--- config.mk ---
export PLATFORM = sky130hd
export DESIGN_NAME = operand_capture
export DESIGN_NICKNAME = d
export VERILOG_FILES = /design/src/rtl/operand_capture_pkg.sv /design/src/rtl/operand_capture_sync_ff.sv /design/src/rtl/operand_capture.sv
export SDC_FILE = /design/constraint.sdc
export NUM_CORES = 1
export LEC_CHECK = 0
export CORE_MARGIN = 1
export CORE_UTILIZATION = 48
export CTS_CLUSTER_DIAMETER = 150
export DETAILED_ROUTE_END_ITERATION = 10
export HOLD_SLACK_MARGIN = 0.02
export PLACE_DENSITY = 0.73
export SKIP_LAST_GASP = 1
export SYNTH_ARGS = -nofsm -noshare
export SYNTH_HDL_FRONTEND = slang
export SYNTH_SLANG_ARGS = --single-unit
--- constraint.sdc ---
create_clock -name Clock -period 1.69 [get_ports Clock]
set_input_delay 0.338 -clock Clock [delete_from_list [all_inputs] [get_ports Clock]]
set_output_delay 0.338 -clock Clock [all_outputs]
set_load 0.02 [all_outputs]
--- src/rtl/operand_capture_pkg.sv ---
// operand_capture_pkg: shared types and constants for the operand capture stage.
// Holds the debounce state encoding, default parameter values and key polarity.
package operand_capture_pkg;

    // Debounce FSM states.
    // ARM and DISARM are the counting states that qualify a press or a release.
    typedef enum logic [1:0] {
        IDLE   = 2'd0,
        ARM    = 2'd1,
        HELD   = 2'd2,
        DISARM = 2'd3
    } state_e;

    localparam int DEF_WIDTH           = 3;
    localparam int DEF_DEBOUNCE_CYCLES = 16;
    localparam int DEF_SYNC_STAGES     = 2;

    // The pushbutton pulls low when pressed.
    localparam logic KEY_PRESSED  = 1'b0;
    localparam logic KEY_RELEASED = 1'b1;

    // True in the states where a debounced press is in effect.
    function automatic logic is_held(input state_e s);
        return (s == HELD) || (s == DISARM);
    endfunction

endpackage

--- src/rtl/operand_capture_sync_ff.sv ---
// sync_ff: STAGES-deep multi-bit flop synchroniser, async active-low reset.
// Ports: clk_i, rst_ni, d_i[WIDTH] (async input), q_o[WIDTH] (synchronised).
module sync_ff #(
    parameter int                 WIDTH   = 1,
    parameter int                 STAGES  = 2,
    parameter logic [WIDTH-1:0]   RST_VAL = '0
) (
    input  logic             clk_i,
    input  logic             rst_ni,
    input  logic [WIDTH-1:0] d_i,
    output logic [WIDTH-1:0] q_o
);

    logic [WIDTH-1:0] stage_q [STAGES];

    always_ff @(posedge clk_i or negedge rst_ni) begin
        if (!rst_ni) begin
            for (int i = 0; i < STAGES; i++) begin
                stage_q[i] <= RST_VAL;
            end
        end else begin
            stage_q[0] <= d_i;
            for (int i = 1; i < STAGES; i++) begin
                stage_q[i] <= stage_q[i-1];
            end
        end
    end

    assign q_o = stage_q[STAGES-1];

endmodule

--- src/rtl/operand_capture.sv ---
// operand_capture: synchronise switches and key, debounce key, latch operand + load pulse.
// Ports: Clock, Reset (async low), sw[WIDTH], key (low=pressed) -> operand[WIDTH], load, held.
module operand_capture
    import operand_capture_pkg::*;
#(
    parameter int WIDTH           = DEF_WIDTH,
    parameter int DEBOUNCE_CYCLES = DEF_DEBOUNCE_CYCLES,
    parameter int SYNC_STAGES     = DEF_SYNC_STAGES
) (
    input  logic             Clock,
    input  logic             Reset,
    input  logic [WIDTH-1:0] sw,
    input  logic             key,
    output logic [WIDTH-1:0] operand,
    output logic             load,
    output logic             held
);

    // DEBOUNCE_CYCLES >= 2 keeps CW >= 1; terminal count fits without wrap.
    localparam int          CW       = $clog2(DEBOUNCE_CYCLES);
    localparam logic [CW-1:0] CNT_ONE  = CW'(1);
    localparam logic [CW-1:0] CNT_TERM = CW'(DEBOUNCE_CYCLES - 1);

    logic             key_s;
    logic [WIDTH-1:0] sw_s;

    state_e           state_q,   state_d;
    logic [CW-1:0]    cnt_q,     cnt_d;
    logic [WIDTH-1:0] operand_q, operand_d;
    logic             load_q,    load_d;
    logic             held_q,    held_d;

    // Key idles released so reset never looks like a press by itself.
    sync_ff #(
        .WIDTH   (1),
        .STAGES  (SYNC_STAGES),
        .RST_VAL (KEY_RELEASED)
    ) u_key_sync (
        .clk_i  (Clock),
        .rst_ni (Reset),
        .d_i    (key),
        .q_o    (key_s)
    );

    sync_ff #(
        .WIDTH   (WIDTH),
        .STAGES  (SYNC_STAGES),
        .RST_VAL ('0)
    ) u_sw_sync (
        .clk_i  (Clock),
        .rst_ni (Reset),
        .d_i    (sw),
        .q_o    (sw_s)
    );

    always_ff @(posedge Clock or negedge Reset) begin
        if (!Reset) begin
            state_q   <= IDLE;
            cnt_q     <= '0;
            operand_q <= '0;
            load_q    <= 1'b0;
            held_q    <= 1'b0;
        end else begin
            state_q   <= state_d;
            cnt_q     <= cnt_d;
            operand_q <= operand_d;
            load_q    <= load_d;
            held_q    <= held_d;
        end
    end

    always_comb begin
        state_d   = state_q;
        cnt_d     = cnt_q;
        operand_d = operand_q;
        load_d    = 1'b0;

        unique case (state_q)
            IDLE: begin
                // The first pressed sample counts as sample one.
                if (key_s == KEY_PRESSED) begin
                    state_d = ARM;
                    cnt_d   = CNT_ONE;
                end
            end
            ARM: begin
                // A release at any count, terminal included, rejects the press.
                if (key_s != KEY_PRESSED) begin
                    state_d = IDLE;
                    cnt_d   = '0;
                end else if (cnt_q == CNT_TERM) begin
                    state_d   = HELD;
                    cnt_d     = '0;
                    operand_d = sw_s;
                    load_d    = 1'b1;
                end else begin
                    cnt_d = cnt_q + CNT_ONE;
                end
            end
            HELD: begin
                if (key_s != KEY_PRESSED) begin
                    state_d = DISARM;
                    cnt_d   = CNT_ONE;
                end
            end
            DISARM: begin
                // Returning to HELD never re-issues load.
                if (key_s == KEY_PRESSED) begin
                    state_d = HELD;
                    cnt_d   = '0;
                end else if (cnt_q == CNT_TERM) begin
                    state_d = IDLE;
                    cnt_d   = '0;
                end else begin
                    cnt_d = cnt_q + CNT_ONE;
                end
            end
            default: begin
                state_d = IDLE;
                cnt_d   = '0;
            end
        endcase

        // Registered from the next state so held rises with load.
        held_d = is_held(state_d);
    end

    assign operand = operand_q;
    assign load    = load_q;
    assign held    = held_q;

endmodule

After elaboration in Yosys (flattened, before gate mapping)
Cells that the tools add are included.
{ "totals": {"register_bits": 19, "out_inout_bits": 5, "word_cells": 39} }
{ "classes": {"add_sub_neg": 1, "n_eq_ne": 8, "mux": 16, "bitwise_logic": 1, "n_reduce_logical": 4} }
{ "op_table": {"columns": ["operator", "n"], "rows": [
  ["4-bit 2-to-1 mux", 5],
  ["4-bit one-hot mux with 4 select lines", 1],
  ["2-bit 2-to-1 mux", 6],
  ["2-bit == test, second input constant", 4],
  ["2-bit one-hot mux with 4 select lines", 1],
  ["4-bit by 1-bit adder with 4-bit output, second input constant", 1],
  ["4-bit == test, second input constant", 1],
  ["1-bit 2-to-1 mux", 3],
  ["3-bit AND reduction", 1],
  ["2-bit by 1-bit == test with 1-bit output, second input constant", 1],
  ["2-bit zero test", 1],
  ["2-bit by 1-bit inequality test with 1-bit output, second input constant", 1],
  ["2-bit inequality test, second input constant", 1],
  ["2-bit AND reduction", 1],
  ["1-bit logical OR", 1],
  ["1-bit NOT", 1]
]} }

Longest topological paths before layout
{ "depth": {"word_depth": 6, "ltp_mapped": 4, "depth_no_buf": 4} }

Cells and area by module
From an unflattened synthesis, not the netlist that was laid out.
{ "unflattened": {"cells_unflattened": 47, "area_unflattened_um2": 688.2} }
{ "modules_own_cells": {"columns": ["mod", "n_inst", "cells_per_inst", "area_each_um2", "seq_area_each_um2"], "rows": [
  ["operand_capture", 1, 36, 462.9, 250.2],
  ["sync_ff at u_sw_sync", 1, 9, 172.7, 150.1],
  ["sync_ff at u_key_sync", 1, 2, 52.6, 52.6]
]} }

Worst setup path after synthesis
No wires, ideal clock.
{ "synth_timing": {"path_type": "flip-flop to flip-flop", "start": "reg cnt_q[0]", "end": "reg operand_q[0] (netlist: operand[0])", "setup_time_ns": 0.125, "t_arrival_ns": 1.291, "required_time_ns": 1.565, "path_slack_ns": 0.274, "path_stages_with_launch": 5, "path_buffers": 0, "path_cell_list": "dfrtp_1 -> ha_1 -> nand4_2 -> nor3_4 -> mux2_2"} }
{ "synth_between": {"elab_chain_cells": 2} }
{ "synth_rtl": {"columns": ["element", "line", "source"], "rows": [
  ["start: declaration", "operand_capture.sv:28", "logic [CW-1:0] cnt_q, cnt_d;"],
  ["start signal: assignment", "operand_capture.sv:65", "cnt_q <= cnt_d;"],
  ["4-bit == test", "operand_capture.sv:91", "end else if (cnt_q == CNT_TERM) begin"],
  ["3-bit AND reduction (no source line)", null, null],
  ["end signal: assignment", "operand_capture.sv:66", "operand_q <= operand_d;"],
  ["end: declaration", "operand_capture.sv:29", "logic [WIDTH-1:0] operand_q, operand_d;"]
]} }
Every way passes these cells.
A chain may end at the register's enable or synchronous reset.

Worst setup path after layout
{ "layout_timing": {"start": "reg operand_q[2] (netlist: operand[2])", "end": "out operand[2]"} }
{ "layout_lines": {"columns": ["element", "line", "source"], "rows": [
  ["end: declaration", "operand_capture.sv:14", "output logic [WIDTH-1:0] operand,"]
]} }
No word-level cell between the ends.

==> impl_metrics.py <==
metrics = {
    "run_status": {
        "status": "completed",
    },
    "sta": {
        "hold_viol": 0,
        "setup_violations": 0,
        "setup_slack_ns": 0.09377,
        "clock.fmax_mhz": 626.5,
        "relSlewSlack": 0.7785,
        "finClkSkew_ns": 0.004100,
        "drv_slew": 0,
        "fin_tns_setup_ns": 0,
        "grt_setup_unrepaired": "false",
        "fin_crit_sh": 0.9445,
        "worst_pin_slew_ns": 0.3320,
        "period_needed_ns": 1.596,
    },
    "clocking": {
        "cts_tree": "yes",
        "ctsHtreeMaxLevel": 1,
        "clk_latency_ns": 0.29,
        "clock_sinks": 18,
        "cts_hold_buf": 0,
        "clk_pin_slew_ns": 0.09,
        "ctsRootBufferMaster": "clkbuf_4",
        "numCtsBuffers": 3,
        "max-clock-path-buffers": 2,
    },
    "routing": {
        "vias": 384,
        "ant_nets": 0,
        "firstDrtPassIters": 2,
        "detail_route.wl_per_cell_um": 14.32,
        "routed_via_density": 5.189,
        "wirelength_mm": 1.060,
        "drt_iter0_drc": 1,
        "drcViolationCount": 0,
    },
    "final_layout": {
        "antenna_cells": 0,
        "final_cell_mix": "16 x dfrtp_1, 9 x clkdlybuf4s50_1, 3 x nand2_1, 3 x mux2_2, 3 x clkbuf_4",
        "layout-drive-gt1-share": 0.2712,
        "nets": 67,
        "layout_commonest_cell": "dfrtp_1",
        "syn_to_final_growth_pct": 24.25,
    },
    "yosys": {
        "synth-seq-area-share": 0.6805,
        "netlist_instances": 44,
        "syn-cell-area_um2": 665.6,
        "ys_ff_latch": 18,
        "ys_warn_count": 0,
        "avgSynthCellArea_um2": 15.13,
        "yosysUniqueCellTypes": 21,
        "synth.net_count": 51,
    },
    "global_routing": {
        "grt_pass1_wl_mm": 1.766,
        "grt_usage": 0.1917,
        "grt_max_degree": 19,
        "grt_pass1_vias": 417,
        "grt_overflow_total": 0,
        "antenna_found_initial": 0,
    },
    "placement": {
        "dp_hpwl_um": 786.9,
        "place_ws_ns": 0.1248,
        "io_buffers": 10,
        "place_congestion": 0.6850,
    },
    "worst_setup_path": {
        "worst-path-stages": 1,
        "critical_path.top_delay_family": "buffers and inverters",
        "cp-start-kind": "flop",
        "cp-end-kind": "primary output",
        "crit_path_cell_trace": "clkdlybuf4s50_1",
        "worst_path_largest_cell_delay_ns": 0.61,
        "cp_max_fo": 2,
        "crit_type": "reg -> out",
        "crit_arrival_ns": 1.26,
        "slowest_stage": "clkdlybuf4s50_1",
        "crit_required_ns": 1.35,
        "cp_num_buf_inv": 1,
        "reg2regPathDepth": 4,
    },
    "power_and_ir_drop": {
        "p_leak_nw": 0.3865,
        "ir_drop_mv": 0.5542,
        "cellPowerDensity_nw_per_um2": 930.7,
        "fin_total_pwr_mw": 0.7698,
    },
    "floorplan": {
        "die_height_um": 39.24,
        "rows": 13,
        "die_x_um": 39.24,
        "die-area_um2": 1540,
        "initial_utilization": 0.5115,
        "core_area_um2": 1301,
        "pin_count": 11,
    },
    "worst_hold_path": {
        "hold_depth": 0,
        "timing.hold.worst.class": "reg -> reg",
    },
    "job": {
        "maxCapViolations": 0,
    },
}
[report_power, final]
part           internal, mW  switching, mW  leakage (nW)  total [mW]
combinational        0.0247         0.0213         0.140      0.0460
clock                 0.131          0.129        0.0210       0.261
sequential            0.449         0.0137         0.225       0.463
[kinds of logic after synthesis]
logic type	share of synthesized area
adder cells (fa/ha/maj)	0.01879
AND/OR/NAND/NOR	0.1335
flip-flops	0.6804
buffers and inverters	0.01128
multiplexers	0.06579
AO/OA/AOI/OAI	0.05264
XOR/XNOR	0.03760
[cells in the mapped netlist]
cell type  number  area share
mux2i_1         1       0.015
o31ai_1         1       0.011
a311oi_1        1       0.013
and2b_2         1       0.013
dfstp_2         2       0.079
nor3_1          1      0.0075
and2_2          1       0.011
nand3_1         2       0.015
and4b_1         1       0.015
ha_1            1       0.019
a31o_2          1       0.013
o21ai_0         2       0.015
and2b_1         1       0.011
xor2_2          1       0.024
xnor2_1         1       0.013
nor3_4          1       0.024
inv_1           2       0.011
nand4_2         1       0.019
nand2_1         3       0.017
mux2_2          3       0.051
dfrtp_1        16        0.60
[final cells by class]
cell class	count	area, um^2
inverters	2	7.507
fillers	103	474.2
clock buffers	4	36.28
multi-input cells	24	205.2
well taps	15	18.77
repair buffers	11	106.4
flip-flops and latches	18	452.9
[layer usage]
metal,routed length (um),global-route usage,vias up
met3,45,0.06358,4
li1,-,-,183
met2,530,0.2750,10
met1,446,0.2296,187
met5,0,0,-
met4,37,0.1552,0
[timing repair]
action,CTS,global route
gates resized for setup,1,0
endpoints found under the setup margin,1,0
setup buffers,0,0
[registers in the layout (all words and copies together), names as in the netlist]
| register | flops |
|---|---|
| operand | 3 |
| cnt_q | 4 |
| u_key_sync.stage_q | 1 |
| state_q | 1 |
| u_sw_sync.stage_q | 3 |
| u_key_sync.q_o | 1 |
| held | 1 |
| u_sw_sync.q_o | 3 |
| load | 1 |
[worst paths after layout]
path	from	end	slack (ns)
hold reg to reg	u_sw_sync.stage_q[3]	u_sw_sync.q_o[0]	0.36
setup / recovery	operand[2]	operand[2]	0.09
max in group asynchronous	Reset	u_key_sync.stage_q[1]	1.06
setup reg to reg	cnt_q[1]	operand[1]	0.12
min in group asynchronous	Reset	cnt_q[0]	0.37
hold / removal	u_sw_sync.stage_q[3]	u_sw_sync.q_o[0]	0.36
[stage by stage]
step	area, um^2	std cells	utilization	hold slack (ns)
floorplan	665.6	44	-	0.04241
global placement	792.0	70	0.6087	0.3316
detailed placement	792.0	70	0.6087	0.3363
CTS	827.0	74	0.6356	0.3595
global route	827.0	74	0.6356	0.3660
finish	827.0	74	0.6356	0.3569
Power figures use the tool's default switching activity.
